## config.mk

```make
export PLATFORM = sky130hd
export DESIGN_NAME = string_arbiter
export DESIGN_NICKNAME = d
export VERILOG_FILES = /design/src/rtl/string_pkg.sv /design/src/rtl/string_fsm.sv /design/src/rtl/string_arbiter.sv
export SDC_FILE = /design/constraint.sdc
export NUM_CORES = 1
export LEC_CHECK = 0
export ABC_AREA = 1
export CORE_MARGIN = 2
export CORE_UTILIZATION = 36
export DETAILED_ROUTE_END_ITERATION = 10
export DONT_BUFFER_PORTS = 1
export GPL_ROUTABILITY_DRIVEN = 0
export MAX_ROUTING_LAYER = met4
export SLEW_MARGIN = 20
export SYNTH_ARGS = -nofsm -noshare
export SYNTH_HDL_FRONTEND = slang
export SYNTH_HIERARCHICAL = 1
export SYNTH_SLANG_ARGS = --single-unit
```

## constraint.sdc

```tcl
create_clock -name clk -period 3.6 [get_ports clk]
set_input_delay 0.72 -clock clk [delete_from_list [all_inputs] [get_ports clk]]
set_output_delay 0.72 -clock clk [all_outputs]
set_load 0.005 [all_outputs]
```

## src/rtl/string_pkg.sv

```systemverilog
// Shared constants and state types for the string arbiter and its recognizer.
package string_pkg;

    localparam logic [7:0] CHAR_ZERO = 8'd48;
    localparam logic [7:0] CHAR_NINE = 8'd57;
    localparam logic [7:0] CHAR_STAR = 8'd42;
    localparam logic [7:0] CHAR_PLUS = 8'd43;

    localparam int         TIMEOUT_LIMIT = 16;
    localparam logic [3:0] TIMEOUT_LAST  = 4'(TIMEOUT_LIMIT - 1);

    typedef enum logic [1:0] {START, ACC, OP, ERR} rec_state_t;
    typedef enum logic [1:0] {IDLE, BUSY, REPORT} arb_state_t;

    function automatic logic isDigit(input logic [7:0] c);
        return (c >= CHAR_ZERO) && (c <= CHAR_NINE);
    endfunction

    function automatic logic isOp(input logic [7:0] c);
        return (c == CHAR_STAR) || (c == CHAR_PLUS);
    endfunction

endpackage

```

## src/rtl/string_fsm.sv

```systemverilog
// Recognizer for strings of the form digit (op digit)*, stepped one character per handshake.
module string_fsm
    import string_pkg::*;
(
    input  logic       clk,
    input  logic       clr_n,
    input  logic       step,
    input  logic       restart,
    input  logic [7:0] char,
    output logic       accept
);

    rec_state_t r_state;

    always_ff @(posedge clk or negedge clr_n) begin
        if (!clr_n) begin
            r_state <= START;
        end else if (restart) begin
            r_state <= START;
        end else if (step) begin
            case (r_state)
                START:   r_state <= isDigit(char) ? ACC : ERR;
                ACC:     r_state <= isOp(char)    ? OP  : ERR;
                OP:      r_state <= isDigit(char) ? ACC : ERR;
                default: r_state <= ERR;
            endcase
        end
    end

    assign accept = (r_state == ACC);

endmodule

```

## src/rtl/string_arbiter.sv

```systemverilog
// Round-robin arbiter feeding two character streams through one recognizer.
// Optional stall timeout enabled by defining STRING_ARB_TIMEOUT_EN.
module string_arbiter
    import string_pkg::*;
(
    input  logic       clk,
    input  logic       clr_n,
    input  logic       in0_valid,
    input  logic       in1_valid,
    input  logic [7:0] in0_data,
    input  logic [7:0] in1_data,
    input  logic       in0_last,
    input  logic       in1_last,
    output logic       in0_ready,
    output logic       in1_ready,
    output logic       res_valid,
    input  logic       res_ready,
    output logic       res_ok,
    output logic       res_id,
    output logic       res_timeout,
    output logic       busy
);

    arb_state_t r_state;
    logic       r_grant;
    logic       r_rrPtr;

    logic       w_selValid;
    logic [7:0] w_selData;
    logic       w_selLast;
    logic       w_hs;
    logic       w_resDone;
    logic       w_pick;
    logic       w_accept;
    logic       w_stallExpire;
    logic       w_timedOut;

    assign w_selValid = r_grant ? in1_valid : in0_valid;
    assign w_selData  = r_grant ? in1_data  : in0_data;
    assign w_selLast  = r_grant ? in1_last  : in0_last;
    assign w_hs       = (r_state == BUSY) && w_selValid;
    assign w_resDone  = (r_state == REPORT) && res_ready;
    // r_rrPtr names the requester that wins a tie
    assign w_pick     = (in0_valid && in1_valid) ? r_rrPtr : in1_valid;

`ifdef STRING_ARB_TIMEOUT_EN
    logic [3:0] r_stallCnt;
    logic       r_timeout;

    assign w_stallExpire = (r_state == BUSY) && !w_selValid && (r_stallCnt == TIMEOUT_LAST);

    always_ff @(posedge clk or negedge clr_n) begin
        if (!clr_n) begin
            r_stallCnt <= 4'd0;
            r_timeout  <= 1'b0;
        end else begin
            if ((r_state != BUSY) || w_selValid) r_stallCnt <= 4'd0;
            else                                 r_stallCnt <= r_stallCnt + 4'd1;
            if (w_stallExpire)  r_timeout <= 1'b1;
            else if (w_resDone) r_timeout <= 1'b0;
        end
    end

    assign w_timedOut = r_timeout;
`else
    assign w_stallExpire = 1'b0;
    assign w_timedOut    = 1'b0;
`endif

    always_ff @(posedge clk or negedge clr_n) begin
        if (!clr_n) begin
            r_state <= IDLE;
            r_grant <= 1'b0;
            r_rrPtr <= 1'b0;
        end else begin
            case (r_state)
                IDLE: begin
                    if (in0_valid || in1_valid) begin
                        r_grant <= w_pick;
                        r_rrPtr <= ~w_pick;
                        r_state <= BUSY;
                    end
                end
                BUSY: begin
                    if ((w_hs && w_selLast) || w_stallExpire) r_state <= REPORT;
                end
                REPORT: begin
                    if (res_ready) r_state <= IDLE;
                end
                default: r_state <= IDLE;
            endcase
        end
    end

    string_fsm u_fsm (
        .clk     (clk),
        .clr_n   (clr_n),
        .step    (w_hs),
        .restart (w_resDone),
        .char    (w_selData),
        .accept  (w_accept)
    );

    assign in0_ready   = (r_state == BUSY) && !r_grant;
    assign in1_ready   = (r_state == BUSY) &&  r_grant;
    assign res_valid   = (r_state == REPORT);
    assign res_ok      = res_valid && w_accept && !w_timedOut;
    assign res_id      = res_valid && r_grant;
    assign res_timeout = res_valid && w_timedOut;
    assign busy        = (r_state != IDLE);

endmodule
```

==> summary.md <==
| Metric | Value |
|---|---|
| Setup violations, final | 0 |
| CTS resizes | 0 |
| Global-route wire length before repair | 1800 um |
| Hpwl dp | 849 um |
| Critical Path RT | 2.88 ns |
| Buf/Inv on CP | 1 |
| Die H | 41.7 um |
| Setup crit end kind | output port |
| Overall Global Routing Usage | 13.3% |
| Initial Utilization | 38.8% |
| Residual DRC | 0 |
| Post-synthesis cell area | 512 um^2 |
| Final Core Density | 40.2% |
| Run status | completed |
| Clk_lat worst skew | 0.24 ns |
| CP Launch Type | flip-flop |
| Final Net Count | 118 |
| Worst Hold Class | primary input to async pin |
| Ant. Diodes | 0 |
| Grt ovf | 0 |
| CP cell instances | inv_1 > nor2_1 |
| Initial antenna violation count | 0 |
| Worst clock skew | between 0.003 and 0.004 ns |
| Syn nets | 116 |
| Internal | 0.000206 W |
| I/O pin cnt | 30 |
| # port buffers | 0 |
| Vias in the first global route | 453 |
| Initial drt markers | 9 |
| Core Rows | 13 |
| Pwr dens | between 700 and 800 nW/um^2 |
| Clock power frac | 15.1% |
| Delay-heaviest family, CP | flip-flops |
| CP peak stage delay | 0.54 ns |
| CP arrival | about 1.2 ns |
| Setup TNS | 0 ns |
| Layout cells sized above 1 | 6.45% |
| DP Worst Slack | 1.91 ns |
| Critical Path Fanout Max | 12 |
| Final worst path period share | around 54% |
| Clk buf depth | 2 |
| Peak VDD IR | 415 uV |
| Critical path launch point | r_grant |
| Most frequent cells in the layout | nand2_1, inv_1, nor2_1 |
| Static Leak | between 0.3 and 0.4 nW |
| Sw Pwr | 0.000190 W |
| Syn. warnings | 6 |
| Most common cell after layout, fill and taps aside | nand2_1 |
| DIE WIDTH | ~42 um |
| Area after DPL | 507 um^2 |
| Area Growth Syn to Fin | 3.42% |
| Slowest CP cell | dfrtp_1 |
| Drt pass-1 iters | 4 |
| Core Region | 1320 um^2 |
| Antenna viol nets, final | 0 |
| Root Buffer | clkbuf_4 |
| Wirelength per Cell | slightly above 9 um |
| Vias per std cell | slightly below 5 |
| Sw Share | about half |
| Largest net degree at the start of global routing | 13 |
| Worst R2R Start | r_grant |
| Pins Over Slew Limit | 0 |
| RSZ-0062 raised after global routing | false |
| Max Cap Viol | 0 |
| Design area | 529 um^2 |
| Cts hold-fix bufs | 0 |
| Crit path time final | approximately 1.9 ns |
| Die footprint | 1740 um^2 |
| FMAX | 513 MHz |
| Post-Syn Instances | 93 |
| Final hold vios | 0 |
| Post-CTS Repair Setup Buffers | 0 |
| CTS tree | done |
| Logic pwr share | around 52% |
| Sequential Power Share | 32.7% |
| Via count | 520 |
| Mapped Avg Cell Area | 5.50 um^2 |
| Final WS setup | 1.65 ns |
| Clock H-tree levels | 1 |
| CTS Buf Count | 3 |
| Worst-path clk slew | 0.04 ns |
| Clk sinks | 6 |
| Crit Path Category | flip-flop to output port |
| Total Routed Length | a little under 1000 um |
[layer usage]
| metal | up-vias | global-route usage (%) | part of all wire, % |
|---|---|---|---|
| met3 | 0 | 5.65 | 8.1 |
| met5 | - | - | 0 |
| met1 | 230 | 15.9 | 42 |
| met2 | 18 | 21.3 | 49 |
| met4 | 0 | 1.94 | 0 |
| li1 | 272 | - | - |
[state kept, by name (all words and copies together) (netlist names)]
register and count:
r_state 2, u_fsm/r_state 2, r_grant 1, r_rrPtr 1
[final cells by class]
cell class              count  area (um^2)
clock buffers               3         22.5
flip-flops and latches      6          150
multi-input cells          68          278
well taps                  15         18.8
inverters                  16         60.1
fillers                   162          788
[path summary, 6_finish.rpt]
path	end	slack [ns]	cells after the start
worst min register to register	u_fsm/r_state[1]	0.49	2
worst max-delay path	res_id	1.65	2
min in group clk	u_fsm/r_state[1]	0.49	2
worst min-delay path	r_rrPtr	0.17	0
worst max register to register	u_fsm/r_state[1]	2.11	7
max in group asynchronous	u_fsm/r_state[1]	3.36	0
[worst reg2reg max path: stages, from the launching register on]
cell,delay (ns)
dfrtp_1,0.54
inv_1,0.25
nand2_1,0.13
a21oi_1,0.07
nor2_1,0.17
nor2_1,0.07
o21ai_1,0.07
nand2_1,0.06
[stage by stage]
step	instances	power [W]	hold WS (ns)
finish	108	0.000396	0.172
global route	108	0.000454	0.148
CTS	108	0.000401	0.166
detailed placement	105	0.000339	0.424
global placement	105	0.000335	0.425
floorplan	93	0.000313	0.424
[power groups by stage]
stage | combinational, W | sequential [W] | clock [W]
3_3_place_gp | 0.000205 | 0.000130 | 0
2_1_floorplan | 0.000197 | 0.000116 | 0
5_1_grt | 0.000249 | 0.000136 | 0.0000697
6_report | 0.000206 | 0.000130 | 0.0000599
3_5_place_dp | 0.000207 | 0.000131 | 0
4_1_cts | 0.000208 | 0.000130 | 0.0000618
No activity file was read; power rests on OpenSTA's default activity.
